===== src/rtl/arm_muldiv_if.sv =====
// arm_muldiv_if: issue/result bundle between the ARM controller and the multiply/divide unit.
//   master (controller): drives start, op, acc_en, a, b, acc_lo; observes busy, done, results, flags, div0.
//   slave  (unit):       observes the issue fields; drives busy, done, result_lo, result_hi, flags_nz, div0.
interface arm_muldiv_if #(
   parameter int WIDTH = 32
);
   logic             start;
   logic [1:0]       op;
   logic             acc_en;
   logic [WIDTH-1:0] a;
   logic [WIDTH-1:0] b;
   logic [WIDTH-1:0] acc_lo;
   logic             busy;
   logic             done;
   logic [WIDTH-1:0] result_lo;
   logic [WIDTH-1:0] result_hi;
   logic [1:0]       flags_nz;
   logic             div0;
   modport master (
      output start, op, acc_en, a, b, acc_lo,
      input  busy, done, result_lo, result_hi, flags_nz, div0
   );
   modport slave (
      input  start, op, acc_en, a, b, acc_lo,
      output busy, done, result_lo, result_hi, flags_nz, div0
   );
endinterface


===== src/rtl/arm_muldiv_unit.sv =====
// arm_muldiv_unit: iterative MUL/MLA/UMULL/SMULL/UDIV coprocessor with a fixed WIDTH+1 cycle latency.
//   clk, reset : clock and asynchronous active-high reset (aborts any operation in flight)
//   bus        : slave side of arm_muldiv_if (start/op/acc_en/a/b/acc_lo in; busy/done/results/flags/div0 out)
module arm_muldiv_unit #(
   parameter int WIDTH = 32
) (
   input logic         clk,
   input logic         reset,
   arm_muldiv_if.slave bus
);
   localparam int CNTW = $clog2(WIDTH) + 1;
   localparam logic [1:0] OP_MUL = 2'b00, OP_UMULL = 2'b01, OP_SMULL = 2'b10, OP_UDIV = 2'b11;
   typedef enum logic [1:0] {IDLE, RUN, FIN} state_t;
   state_t             state, state_nx;
   logic [1:0]         op_r;
   logic               acc_en_r, neg_r, is_div, is_long, last, ge;
   logic [WIDTH-1:0]   m_r, acc_r, hi, lo, mag_a, mag_b, diff, res_lo, res_hi;
   logic [WIDTH:0]     sum, shifted;
   logic [2*WIDTH-1:0] work, work_nx, prod;
   logic [CNTW-1:0]    cnt;
   assign is_div  = op_r == OP_UDIV;
   assign is_long = op_r == OP_UMULL || op_r == OP_SMULL;
   assign last    = cnt == CNTW'(WIDTH - 1);
   assign hi      = work[2*WIDTH-1:WIDTH];
   assign lo      = work[WIDTH-1:0];
   // SMULL multiplies magnitudes; the most negative value negates to itself, which is its correct unsigned magnitude
   assign mag_a   = (bus.op == OP_SMULL && bus.a[WIDTH-1]) ? -bus.a : bus.a;
   assign mag_b   = (bus.op == OP_SMULL && bus.b[WIDTH-1]) ? -bus.b : bus.b;
   // Multiply: work = {partial, multiplier}; add multiplicand on lo[0], then shift right with the carry.
   // Divide: work = {remainder, dividend/quotient}; shift one dividend bit into the remainder, subtract if it fits.
   // With b==0 every step subtracts zero, giving an all-ones quotient and the dividend as remainder.
   assign sum     = {1'b0, hi} + (lo[0] ? {1'b0, m_r} : '0);
   assign shifted = {hi, lo[WIDTH-1]};
   assign ge      = shifted >= {1'b0, m_r};
   assign diff    = shifted[WIDTH-1:0] - m_r;
   assign work_nx = is_div ? (ge ? {diff, lo[WIDTH-2:0], 1'b1} : {shifted[WIDTH-1:0], lo[WIDTH-2:0], 1'b0})
                           : {sum, lo[WIDTH-1:1]};
   assign prod    = neg_r ? -work_nx : work_nx;
   assign res_lo  = op_r == OP_MUL ? work_nx[WIDTH-1:0] + (acc_en_r ? acc_r : '0) : prod[WIDTH-1:0];
   assign res_hi  = op_r == OP_MUL ? '0 : prod[2*WIDTH-1:WIDTH];
   assign bus.busy = state != IDLE;
   assign bus.done = state == FIN;
   always_ff @(posedge clk or posedge reset)
      if (reset) state <= IDLE;
      else state <= state_nx;
   always_comb begin
      state_nx = state;
      state_nx = state == IDLE ? (bus.start ? RUN : IDLE) : state == RUN ? (last ? FIN : RUN) : IDLE;
   end
   always_ff @(posedge clk or posedge reset)
      if (reset) begin
         op_r          <= '0;
         acc_en_r      <= 1'b0;
         neg_r         <= 1'b0;
         m_r           <= '0;
         acc_r         <= '0;
         work          <= '0;
         cnt           <= '0;
         bus.result_lo <= '0;
         bus.result_hi <= '0;
         bus.flags_nz  <= '0;
         bus.div0      <= 1'b0;
      end else if (state == IDLE && bus.start) begin
         op_r     <= bus.op;
         acc_en_r <= bus.acc_en;
         neg_r    <= bus.op == OP_SMULL && (bus.a[WIDTH-1] ^ bus.b[WIDTH-1]);
         m_r      <= bus.op == OP_UDIV ? bus.b : mag_a;
         acc_r    <= bus.acc_lo;
         work     <= {{WIDTH{1'b0}}, bus.op == OP_UDIV ? bus.a : mag_b};
         cnt      <= '0;
      end else if (state == RUN) begin
         work <= work_nx;
         cnt  <= cnt + CNTW'(1);
         // results are registered on the last iteration so they are valid during the FIN (done) cycle
         if (last) begin
            bus.result_lo <= res_lo;
            bus.result_hi <= res_hi;
            bus.flags_nz  <= {is_long ? res_hi[WIDTH-1] : res_lo[WIDTH-1], res_lo == '0 && (!is_long || res_hi == '0)};
            bus.div0      <= is_div && m_r == '0;
         end
      end
endmodule


===== src/flat_wrapper.sv =====
// flat-port wrapper written by rule: the top's interface ports become plain ports
module arm_muldiv_unit_flat 
#(
   parameter int WIDTH = 32
)
  (clk, reset, bus_start, bus_op, bus_acc_en, bus_a, bus_b, bus_acc_lo, bus_busy, bus_done, bus_result_lo, bus_result_hi, bus_flags_nz, bus_div0);
  arm_muldiv_if #(.WIDTH(WIDTH)) bus_i ();
  input logic clk;
  input logic reset;
  input wire logic [$bits(bus_i.start)-1:0] bus_start;
  input wire logic [$bits(bus_i.op)-1:0] bus_op;
  input wire logic [$bits(bus_i.acc_en)-1:0] bus_acc_en;
  input wire logic [$bits(bus_i.a)-1:0] bus_a;
  input wire logic [$bits(bus_i.b)-1:0] bus_b;
  input wire logic [$bits(bus_i.acc_lo)-1:0] bus_acc_lo;
  output wire logic [$bits(bus_i.busy)-1:0] bus_busy;
  output wire logic [$bits(bus_i.done)-1:0] bus_done;
  output wire logic [$bits(bus_i.result_lo)-1:0] bus_result_lo;
  output wire logic [$bits(bus_i.result_hi)-1:0] bus_result_hi;
  output wire logic [$bits(bus_i.flags_nz)-1:0] bus_flags_nz;
  output wire logic [$bits(bus_i.div0)-1:0] bus_div0;
  assign bus_i.start = bus_start;
  assign bus_i.op = bus_op;
  assign bus_i.acc_en = bus_acc_en;
  assign bus_i.a = bus_a;
  assign bus_i.b = bus_b;
  assign bus_i.acc_lo = bus_acc_lo;
  assign bus_busy = bus_i.busy;
  assign bus_done = bus_i.done;
  assign bus_result_lo = bus_i.result_lo;
  assign bus_result_hi = bus_i.result_hi;
  assign bus_flags_nz = bus_i.flags_nz;
  assign bus_div0 = bus_i.div0;
  arm_muldiv_unit #(.WIDTH(WIDTH)) u_core (.clk(clk), .reset(reset), .bus(bus_i));
endmodule

===== config.mk =====
export PLATFORM = sky130hd
export DESIGN_NAME = arm_muldiv_unit_flat
export DESIGN_NICKNAME = d
export VERILOG_FILES = /design/src/rtl/arm_muldiv_if.sv /design/src/rtl/arm_muldiv_unit.sv /design/src/flat_wrapper.sv
export SDC_FILE = /design/constraint.sdc
export NUM_CORES = 1
export LEC_CHECK = 0
export ABC_AREA = 1
export BUFFER_PORTS_ARGS = -buffer_cell sky130_fd_sc_hd__buf_2
export CORE_MARGIN = 1
export CORE_UTILIZATION = 45
export CTS_BUF_LIST = sky130_fd_sc_hd__clkbuf_8
export CTS_CLUSTER_SIZE = 16
export DETAILED_ROUTE_END_ITERATION = 6
export GPL_ROUTABILITY_DRIVEN = 0
export PLACE_DENSITY = 0.71
export SLEW_MARGIN = 5
export SYNTH_ARGS = -nofsm -noshare
export SYNTH_HDL_FRONTEND = slang
export SYNTH_SLANG_ARGS = --single-unit

===== constraint.sdc =====
create_clock -name clk -period 9.9 [get_ports clk]
set_input_delay 0 -clock clk [delete_from_list [all_inputs] [get_ports clk]]
set_output_delay 0 -clock clk [all_outputs]
set_load 0.05 [all_outputs]

# After elaboration in Yosys (flattened, before gate mapping)
# Index checks and enable logic that the tools add are counted.
[word_totals]
register_bits = 207
out_inout_bits = 69
[op_classes]
addsub = 7
order_cmp = 1
eq_ne = 8
n_mux = 20
bitwise_logic = 2
reduce_logical = 17
[ops]
columns = ["op", "n"]
rows = [
  ["$mux W64", 5],
  ["$mux W32", 8],
  ["$logic_not A32 Y1", 3],
  ["$neg A32 Y32", 2],
  ["$neg A64 Y64", 1],
  ["$add A32 B33 Y33", 1],
  ["$ge A33 B32 Y1", 1],
  ["$add A32 B32 Y32", 1],
  ["$sub A32 B32 Y32", 1],
  ["$mux W6", 2],
  ["$eq A2 B2 Y1 const B", 5],
  ["$add A6 B1 Y6 const B", 1],
  ["$eq A6 B5 Y1 const B", 1],
  ["$logic_and A1 B1 Y1", 6],
  ["$mux W2", 3],
  ["$eq A2 B1 Y1 const B", 2],
  ["$logic_not A2 Y1", 2],
  ["$reduce_bool A2 Y1", 2],
  ["$reduce_and A3 Y1", 1],
  ["$logic_or A1 B1 Y1", 2],
  ["$mux W1", 2],
  ["$logic_not A1 Y1", 1],
  ["$not A1 Y1", 1],
  ["$xor A1 B1 Y1", 1],
]

# Depth between registers and ports, before layout
# Gate-level depths: netlist of the first run.
[depth]
depth_word = 9
mapped_depth = 39

# Worst setup path before layout of the first run
# Ideal clock, no wire load.
[synth_timing]
kind = "register to register"
startpoint = "reg u_core.work[39]"
endpoint = "reg u_core.bus.flags_nz[0]"
arrival_ns = 4.269
required_ns = 9.834
path_slack_ns = 5.565
path_stages_with_launch = 37
n_path_buf = 2
path_cell_list = "dfrtp_1 -> ha_1 -> nand2_2 -> inv_1 -> nand2_1 -> nand2_1 -> inv_2 -> nand3_4 -> nand2_4 -> nand2_4 -> nand2_4 -> buf_6 -> nand3_2 -> o21ai_2 -> buf_4 -> inv_1 -> ha_1 -> fa_1 -> nand2_1 -> o21ai_0 -> nand2_1 -> nand2_1 -> nand3_1 -> nand2_1 -> a21boi_0 -> inv_1 -> nand2_1 -> nand2_1 -> a21oi_1 -> o21bai_1 -> o21ai_0 -> nand2_1 -> nor2_1 -> nand4_1 -> nor3_1 -> nand2_1 -> nand2_1"
[synth_between]
elab_chain_len = 9
[synth_lines]
columns = ["item", "line_no", "text"]
rows = [
  ["start: declaration", "arm_muldiv_unit.sv:19", "logic [2*WIDTH-1:0] work, work_nx, prod;"],
  ["start signal: assignment", "arm_muldiv_unit.sv:69", "work <= {{WIDTH{1'b0}}, bus.op == OP_UDIV ? bus.a : mag_b};"],
  ["start signal: assignment", "arm_muldiv_unit.sv:72", "work <= work_nx;"],
  ["$sub A32 B32 Y32 / $ge A33 B32 Y1 (equally long branches)", "arm_muldiv_unit.sv:35, arm_muldiv_unit.sv:34", ""],
  ["$mux W64", "arm_muldiv_unit.sv:36", "assign work_nx = is_div ? (ge ? {diff, lo[WIDTH-2:0], 1'b1} : {shifted[WIDTH-1:0], lo[WIDTH-2:0], 1'b0})"],
  ["$mux W64 (*)", "arm_muldiv_unit.sv:36", ""],
  ["$neg A64 Y64", "arm_muldiv_unit.sv:38", "assign prod = neg_r ? -work_nx : work_nx;"],
  ["$mux W64", "arm_muldiv_unit.sv:38", ""],
  ["$mux W32", "arm_muldiv_unit.sv:40", "assign res_hi = op_r == OP_MUL ? '0 : prod[2*WIDTH-1:WIDTH];"],
  ["$logic_not A32 Y1", "arm_muldiv_unit.sv:78", "bus.flags_nz <= {is_long ? res_hi[WIDTH-1] : res_lo[WIDTH-1], res_lo == '0 && (!is_long || res_hi == '0)};"],
  ["$logic_or A1 B1 Y1", "arm_muldiv_unit.sv:78", ""],
  ["$logic_and A1 B1 Y1 (*)", "arm_muldiv_unit.sv:78", ""],
  ["end signal: assignment", "arm_muldiv_unit.sv:78", ""],
  ["end: declaration", "arm_muldiv_if.sv:25", "output busy, done, result_lo, result_hi, flags_nz, div0"],
]
# Mark *: on every way between the ends. The rest lies on a longest branch, timed or not.
# A chain may end at the register's enable or synchronous reset.

# Final worst setup path of the first run
[layout_timing]
startpoint = "reg u_core.m_r[19]"
endpoint = "reg u_core.bus.flags_nz[0]"
[layout_between]
elab_chain_len = 9
[layout_lines]
columns = ["item", "line_no", "text"]
rows = [
  ["start: declaration", "arm_muldiv_unit.sv:17", "logic [WIDTH-1:0] m_r, acc_r, hi, lo, mag_a, mag_b, diff, res_lo, res_hi;"],
  ["start signal: assignment", "arm_muldiv_unit.sv:67", "m_r <= bus.op == OP_UDIV ? bus.b : mag_a;"],
  ["$mux W32 (tied with other cells)", "arm_muldiv_unit.sv:32", "assign sum = {1'b0, hi} + (lo[0] ? {1'b0, m_r} : '0);"],
  ["$add A32 B33 Y33 / $mux W64 (equally long branches)", "arm_muldiv_unit.sv:32, arm_muldiv_unit.sv:36", ""],
  ["$mux W64 (*)", "arm_muldiv_unit.sv:36", ""],
  ["$neg A64 Y64", "arm_muldiv_unit.sv:38", ""],
  ["$mux W64", "arm_muldiv_unit.sv:38", ""],
  ["$mux W32", "arm_muldiv_unit.sv:40", ""],
  ["$logic_not A32 Y1", "arm_muldiv_unit.sv:78", ""],
  ["$logic_or A1 B1 Y1", "arm_muldiv_unit.sv:78", ""],
  ["$logic_and A1 B1 Y1 (*)", "arm_muldiv_unit.sv:78", ""],
]
# Marks and branches as above.

==> reports/summary.txt, run 1 <==
Status: finished, violations left
Violated checks: DRC
Initial Utilization: 45.69%
Vias in the first global route: 22880
Mapped Area: 20780 um^2
Dpl cell area: 22050 um^2
Post_cts resized: 0
Antenna Cells: 0
Post-synthesis async set-or-reset flop share: 100.0%
Hold-fix buffers, CTS: 119
Syn_nets: 3677
Number of routed nets with antenna violations: 0
DIE WIDTH: 216.9 um
Tmin final: 5.417 ns
# rows: 78
CP Max Fanout: 29
Post-synthesis sequential area ratio: 24.93%
Most used cell, CP: nand2_1
Final TNS setup: 0 ns
CTS tree: built
Tcrit/Tclk final: 54.72%
R2r startpoint: u_core.m_r[19]$_DFFE_PP0P_
Distinct cells, synth: 57
# clock sinks: 207
Commonest non-fill, non-tap cell in the layout: nand2_1
Setup CP Type: register to register
Req. time, crit path: 10.42 ns
Critical Path AT: 5.94 ns
Setup bufs post-CTS: 0
PortBufs: 170
Final max-slew violation count: 0
Total CTS buffers: 39
Max stage delay on crit path: 0.38 ns
DRT Pass-1 Iters: 7
Design area: 24050 um^2
Setup Skew: 0.04665 ns
Slew headroom: 20.20%
H-tree depth: 2
Synth Flop Type: dfrtp_1
Measured slew at the worst slew-check pin: 1.184 ns
WL/cell: 18.33 um
HPWL Detailed: 60610 um
Area growth syn-to-layout: 15.72%
Reg2reg end: u_core.bus.flags_nz[0]$_DFFE_PP0P_
Total die area: 47040 um^2
Origin of the worst setup path: u_core.m_r[19]$_DFFE_PP0P_
FF-to-FF path depth: 34
Syn avg cell area: 5.987 um^2
Synth Warn #: 0
Overall routing resource usage: 33.46%
Initial antenna violation count: 2
Final Hold Viols: 0
Unrepaired setup endpoints after global routing: no
Routed vias: 24370
Worst skew pair latency: 0.62 ns
Drt drc: 1
Core area: 45480 um^2
Most frequent cells in the layout: nand2_1 (1053), inv_1 (509), nor2_1 (323)
Worst Hold Class: primary input to async pin
First-pass GRT wire length: 124400 um
Worst setup EP type: register
Clk buf depth: 3
DR iter-0 viols: 2932
Reg2reg setup slack: 4.48 ns
Ratio of cells with drive above 1 in the final layout: 9.274%
Pin count of the biggest net entering global routing: 97
Chip Height: 216.9 um
Total gr overflow: 0
Max Cap Violations: 0
Vias per inst: 5.628
# IOs: 171
Startpoint Class: register
Clock transition at path regs: 0.06 ns
FF+latch count, synth: 207
Post-Route WL: 79390 um
Final setup vio count: 0
EDFF count, synth: 0
Fin nets: 3908
Max Fclk: 184.6 MHz
Crit path max-delay cell type: dfrtp_1
Root buf cell: clkbuf_8
Synth Instances: 3471
==> critical path: cells and delay by family (launching register included) <==
family | cells | cell delay [ns]
buffers and inverters | 4 | 0.64
AO/OA/AOI/OAI | 6 | 1.24
AND/OR/NAND/NOR | 21 | 2.04
flip-flops | 1 | 0.38
adder cells (fa/ha/maj) | 3 | 0.97
==> through the flow <==
stage               utilization (%)  std cells  setup WS [ns]  hold slack [ns]
finish                        52.88       4331          4.483         0.001812
global route                  52.88       4331          3.929          0.05790
CTS                           52.88       4331          4.628         0.008198
detailed placement            48.50       4142          4.668           0.1079
global placement              48.50       4142          4.825           0.1106
floorplan                         -       3471          4.248           0.1096
==> layer usage <==
| metal | global-route usage, % | wire (um) | vias to the layer above |
|---|---|---|---|
| met4 | 21.03 | 5780 | 4 |
| met1 | 40.80 | 31630 | 11100 |
| met3 | 6.862 | 6848 | 296 |
| met5 | 0 | 26 | - |
| met2 | 54.00 | 35100 | 1215 |
| li1 | - | - | 11760 |
==> worst max path at each step <==
stage                                               to  slack (ns)  depth (start not counted)
global placement    u_core.bus.flags_nz[0]$_DFFE_PP0P_        4.83                         34
floorplan                  u_core.acc_en_r$_DFFE_PP0P_        4.25                          1
CTS                 u_core.bus.flags_nz[0]$_DFFE_PP0P_        4.63                         34
finish              u_core.bus.flags_nz[0]$_DFFE_PP0P_        4.48                         34
detailed placement  u_core.bus.flags_nz[0]$_DFFE_PP0P_        4.67                         34
global route        u_core.bus.flags_nz[0]$_DFFE_PP0P_        3.93                         36
==> synth_stat cells, types with 4 or more instances <==
master	n	area (um^2)
or2_2	16	100.1
nand3_1	231	1156
o21bai_1	9	67.56
buf_6	6	67.56
ha_1	101	1264
nor4_1	17	106.4
a211oi_1	4	30.03
a21oi_1	199	996.0
nor2_4	4	45.04
clkbuf_1	86	322.8
nand2_1	1056	3964
xor2_1	26	227.7
nor2_2	22	137.6
a21boi_0	5	37.54
buf_2	9	45.04
buf_4	7	52.55
o221ai_1	7	61.31
a21o_1	4	30.03
nand4_2	6	75.07
nand3_2	14	140.1
inv_1	497	1866
dfrtp_1	207	5180
nand2_4	4	45.04
a31oi_1	8	50.05
nand2_2	7	43.79
o21ai_0	278	1391
nor2_1	325	1220
o31ai_1	4	30.03
nand3b_1	15	112.6
o211ai_1	43	322.8
buf_1	14	52.55
nand4_1	63	394.1
nor3_1	39	195.2
a22oi_1	30	225.2
o22ai_1	27	168.9
xnor2_1	9	78.83
o21ai_1	26	130.1
inv_2	11	41.29
o21a_1	6	45.04
==> area by class of cell <==
cell class,count,area (um^2)
clock buffers,45,619.3
clock inverters,25,182.7
fillers,4668,21430
inverters,511,1927
multi-input cells,2631,13170
flip-flops and latches,207,5181
well taps,600,750.7
repair buffers,312,2215
==> registers in the layout, indices dropped and copies added, names as in the netlist <==
register / count
u_core.bus.div0: 1
u_core.m_r: 32
u_core.work: 64
u_core.bus.result_hi: 32
u_core.bus.flags_nz: 2
u_core.cnt: 6
u_core.op_r: 2
u_core.acc_en_r: 1
u_core.bus.result_lo: 32
u_core.acc_r: 32
u_core.neg_r: 1
u_core.state: 2
==> cells by family after synthesis <==
group	synth area share (%)
buf+inv	11.83
compound gates	17.68
fa+ha+maj	6.370
flops	24.93
xor+xnor	1.475
simple gates	37.71
Power of run 1 is not shown: default switching activity piles up to over one toggle a cycle in this logic, so the estimate is an artifact.
==> inputs of run 2 (changes only) <==
ABC_AREA = 0   (was 1)
PLACE_DENSITY = 0.73   (was 0.71)
clock period = 4.95 ns   (was 9.9 ns; I/O delays follow)
==> run 2 against run 1 <==
Net effect:
- the flow finishes with violations (setup timing)
- via count shrank 5.4%
- critical endpoint unchanged
- fmax rose by 2.9%
- wire length down 1.3%
==> reports/summary.txt, run 2 <==
Status: finished, violations left
Violated checks: setup timing
Crit path capture: u_core.bus.flags_nz[0]$_DFFE_PP0P_
Synth Area in Simple Gates: 23.96%
Max reg flops: 64
Crit path max-delay cell type: nor4bb_2
Worst setup EP type: register
M3 GR Usage: 7.200%
Critical Path Stages: 22
Largest family of logic cells by synthesized area: compound AO/OA/AOI/OAI gates
Comb power frac: 76.9%
WL/cell: 21.07 um
Max stage delay on crit path: 0.50 ns
Post-synthesis sequential area ratio: 27.02%
Measured slew at the worst slew-check pin: 0.9731 ns
Int Power: 9.879 mW
Setup CP Type: register to register
Clock transition at path regs: 0.06 ns
PD cells: 743.4 nW/um^2
Drt drc: 0
Tmin final: 5.267 ns
Fin nets: 3356
Req. time, crit path: 5.48 ns
Syn avg cell area: 7.602 um^2
Root buf cell: clkbuf_8
Setup Skew: 0.03377 ns
Post-synthesis mux area share: 3.171%
CP delay by family, top: compound AO/OA/AOI/OAI gates
Max Cap Violations: 0
Unrepaired setup endpoints after global routing: yes
Worst skew pair latency: 0.62 ns
DR iter-0 viols: 2636
Post-synthesis async set-or-reset flop share: 100.0%
Post-synth top area share: 27.02%
Worst path cell trace: inv_1 -> buf_4 -> nor2_1 -> ha_1 -> a211oi_1 -> o21a_1 -> nor2_1 -> buf_4 -> o311a_1 -> buf_4 -> o21ai_0 -> mux2_2 -> o2bb2ai_2 -> nor4bb_2 -> buf_4 -> buf_4 -> a41oi_1 -> a211oi_2 -> nand4_1 -> nor4_1 -> a41o_1 -> a32o_1
Max Fclk: 189.9 MHz
Total gr overflow: 0
Max VDD drop: 0.3600 mV
Slew headroom: 35.12%
FF+latch count, synth: 207
# rows: 75
Clock share of power: 9.8%
Synth Flop Type: dfrtp_1
PortBufs: 170
Global Route met2 Usage: 57.23%
Routed vias: 23070
# IOs: 171
Leak: 11.88 nW
# clock sinks: 207
Worst Hold Class: primary input to register
Synth area leaders: dfrtp_1 (27%), nand2_1 (7.5%), ha_1 (6.6%)
Top Usage Layer GRT: met2
Count leader, synth: nand2_1
Final max-slew violation count: 0
Most frequent cells in the layout: buf_4 (420), nand2_1 (377), o21ai_0 (220)
Total die area: 43440 um^2
Reg2reg end: u_core.bus.flags_nz[0]$_DFFE_PP0P_
Clk buf depth: 3
Met1 Track Usage GR: 42.42%
Overall Power: 19.50 mW
HPWL Detailed: 57410 um
Critical Path AT: 5.80 ns
Commonest non-fill, non-tap cell in the layout: buf_4
Sequential Power Share: 13.3%
H-tree depth: 2
Pin count of the biggest net entering global routing: 140
Reg2reg setup slack: -0.32 ns
WP buf/inv: 6
CTS tree: built
Xor and xnor area share after synthesis: 7.948%
Total CTS buffers: 39
Startpoint Class: register
Most used cell, CP: buf_4
Chip Height: 208.4 um
Post-Route WL: 78320 um
Tcrit/Tclk final: 106.4%
Sw Share: 49.34%
Post-placement setup slack: -0.7775 ns
Overall routing resource usage: 35.36%
Origin of the worst setup path: u_core.work[0]$_DFFE_PP0P_
Vias in the first global route: 22630
WHS: 0.1214 ns
Synth cell count leaders: nand2_1 (381), o21ai_0 (233), dfrtp_1 (207)
Ratio of cells with drive above 1 in the final layout: 25.24%
FF-to-FF path depth: 22
Final worst slack: -0.3173 ns
R2r startpoint: u_core.work[0]$_DFFE_PP0P_
Number of routed nets with antenna violations: 0
Net Switching: 9.620 mW
Most flops, register: u_core.work
Largest area contributor in the netlist: dfrtp_1
Distinct cells, synth: 97
Synth Warn #: 0
Final setup vio count: 1
Dpl cell area: 23330 um^2
Mapped Area: 19170 um^2
DRT Pass-1 Iters: 7
Final TNS setup: -0.3173 ns
DIE WIDTH: 208.4 um
Post-synthesis adder-cell area fraction: 6.904%
CP Max Fanout: 8
Core area: 41950 um^2
Synth Instances: 2522
Design area: 26230 um^2
Initial antenna violation count: 3
EDFF count, synth: 0
Final Hold Viols: 0
Initial Utilization: 45.71%
Vias per inst: 6.204
Syn_nets: 2728
Area growth syn-to-layout: 36.81%
First-pass GRT wire length: 122200 um
Compound-gate portion of the synthesized area: 25.83%
-- run 2: cell count changes after synthesis, sizes merged, moves of 35 or more --
cell	delta
nand2	-685
inv	-398
nor2	-171
nand3	-161
xnor2	+104
o21ai	-70
and2	+48
mux2i	+45
nand4	-44
o31ai	+41
o211ai	+40
xor2	+35
-- run 2: what timing repair did --
item,in CTS,in global routing
endpoints found under the setup margin,12,13
hold buffers,132,0
endpoints found under the hold margin,307,0
pin swaps,35,33
buffers inserted,6,13
resized for setup,62,47
-- run 2: layout make-up --
cell class | count | area, um^2
antenna | 1 | 2.502
clock buffer | 48 | 660.6
clock inverter | 21 | 210.2
fill | 3432 | 15720
inverter | 110 | 416.7
multi-input combinational | 2062 | 13640
sequential | 207 | 5180
tap | 539 | 674.4
timing repair buffer | 730 | 5450
-- run 2: power groups by stage --
stage	Combinational [mW]	Clock, mW	Sequential (mW)
after CTS	14.2	1.93	2.56
final	15.0	1.91	2.60
after detailed placement	13.6	0	2.56
after floorplan	7.48	0	2.58
after global placement	13.3	0	2.53
after global routing	15.9	2.00	2.63
-- run 2: worst min path at each step --
stage                     slack, ns                      endpoint  depth (start not counted)            from
final                          0.12  u_core.acc_r[11]$_DFFE_PP0P_                          4  bus_acc_lo[11]
after global routing           0.13   u_core.acc_r[8]$_DFFE_PP0P_                          4   bus_acc_lo[8]
after CTS                      0.07    u_core.m_r[31]$_DFFE_PP0P_                          3       bus_start
after detailed placement       0.19   u_core.acc_r[4]$_DFFE_PP0P_                          3   bus_acc_lo[4]
after global placement         0.19   u_core.acc_r[4]$_DFFE_PP0P_                          3   bus_acc_lo[4]
after floorplan                0.11   u_core.acc_en_r$_DFFE_PP0P_                          2      bus_acc_en
-- run 2: stage by stage --
step | util [%] | cells
2_1_floorplan | - | 2522
3_3_place_gp | 55.61 | 3497
3_5_place_dp | 55.61 | 3497
4_1_cts | 61.83 | 3704
5_1_grt | 62.53 | 3717
6_report | 62.53 | 3718
-- run 2: cells by family (layout without fill, tap and decap cells) --
family / count (synthesis) / after routing
simple gates: 955 / 955
compound gates: 770 / 770
buf+inv: 253 / 909
flops: 207 / 207
xor+xnor: 174 / 174
fa+ha+maj: 104 / 104
mux: 59 / 59
other cells: 0 / 1
-- run 2: worst reg2reg max path: stages, from the launching register on --
cell and delay, ns:
dfrtp_1 0.40, inv_1 0.15, buf_4 0.20, nor2_1 0.19, ha_1 0.33, a211oi_1 0.27
o21a_1 0.22, nor2_1 0.08, buf_4 0.15, o311a_1 0.33, buf_4 0.14, o21ai_0 0.19
mux2_2 0.21, o2bb2ai_2 0.08, nor4bb_2 0.50, buf_4 0.23, buf_4 0.15, a41oi_1 0.15
a211oi_2 0.34, nand4_1 0.16, nor4_1 0.30, a41o_1 0.25, a32o_1 0.17
-- run 2: metal layers --
metal,up-vias,wire [um]
li1,10410,-
met2,1457,35380
met5,-,25
met4,4,6059
met1,10760,29160
met3,438,7699
Power figures use the tool's default switching activity.
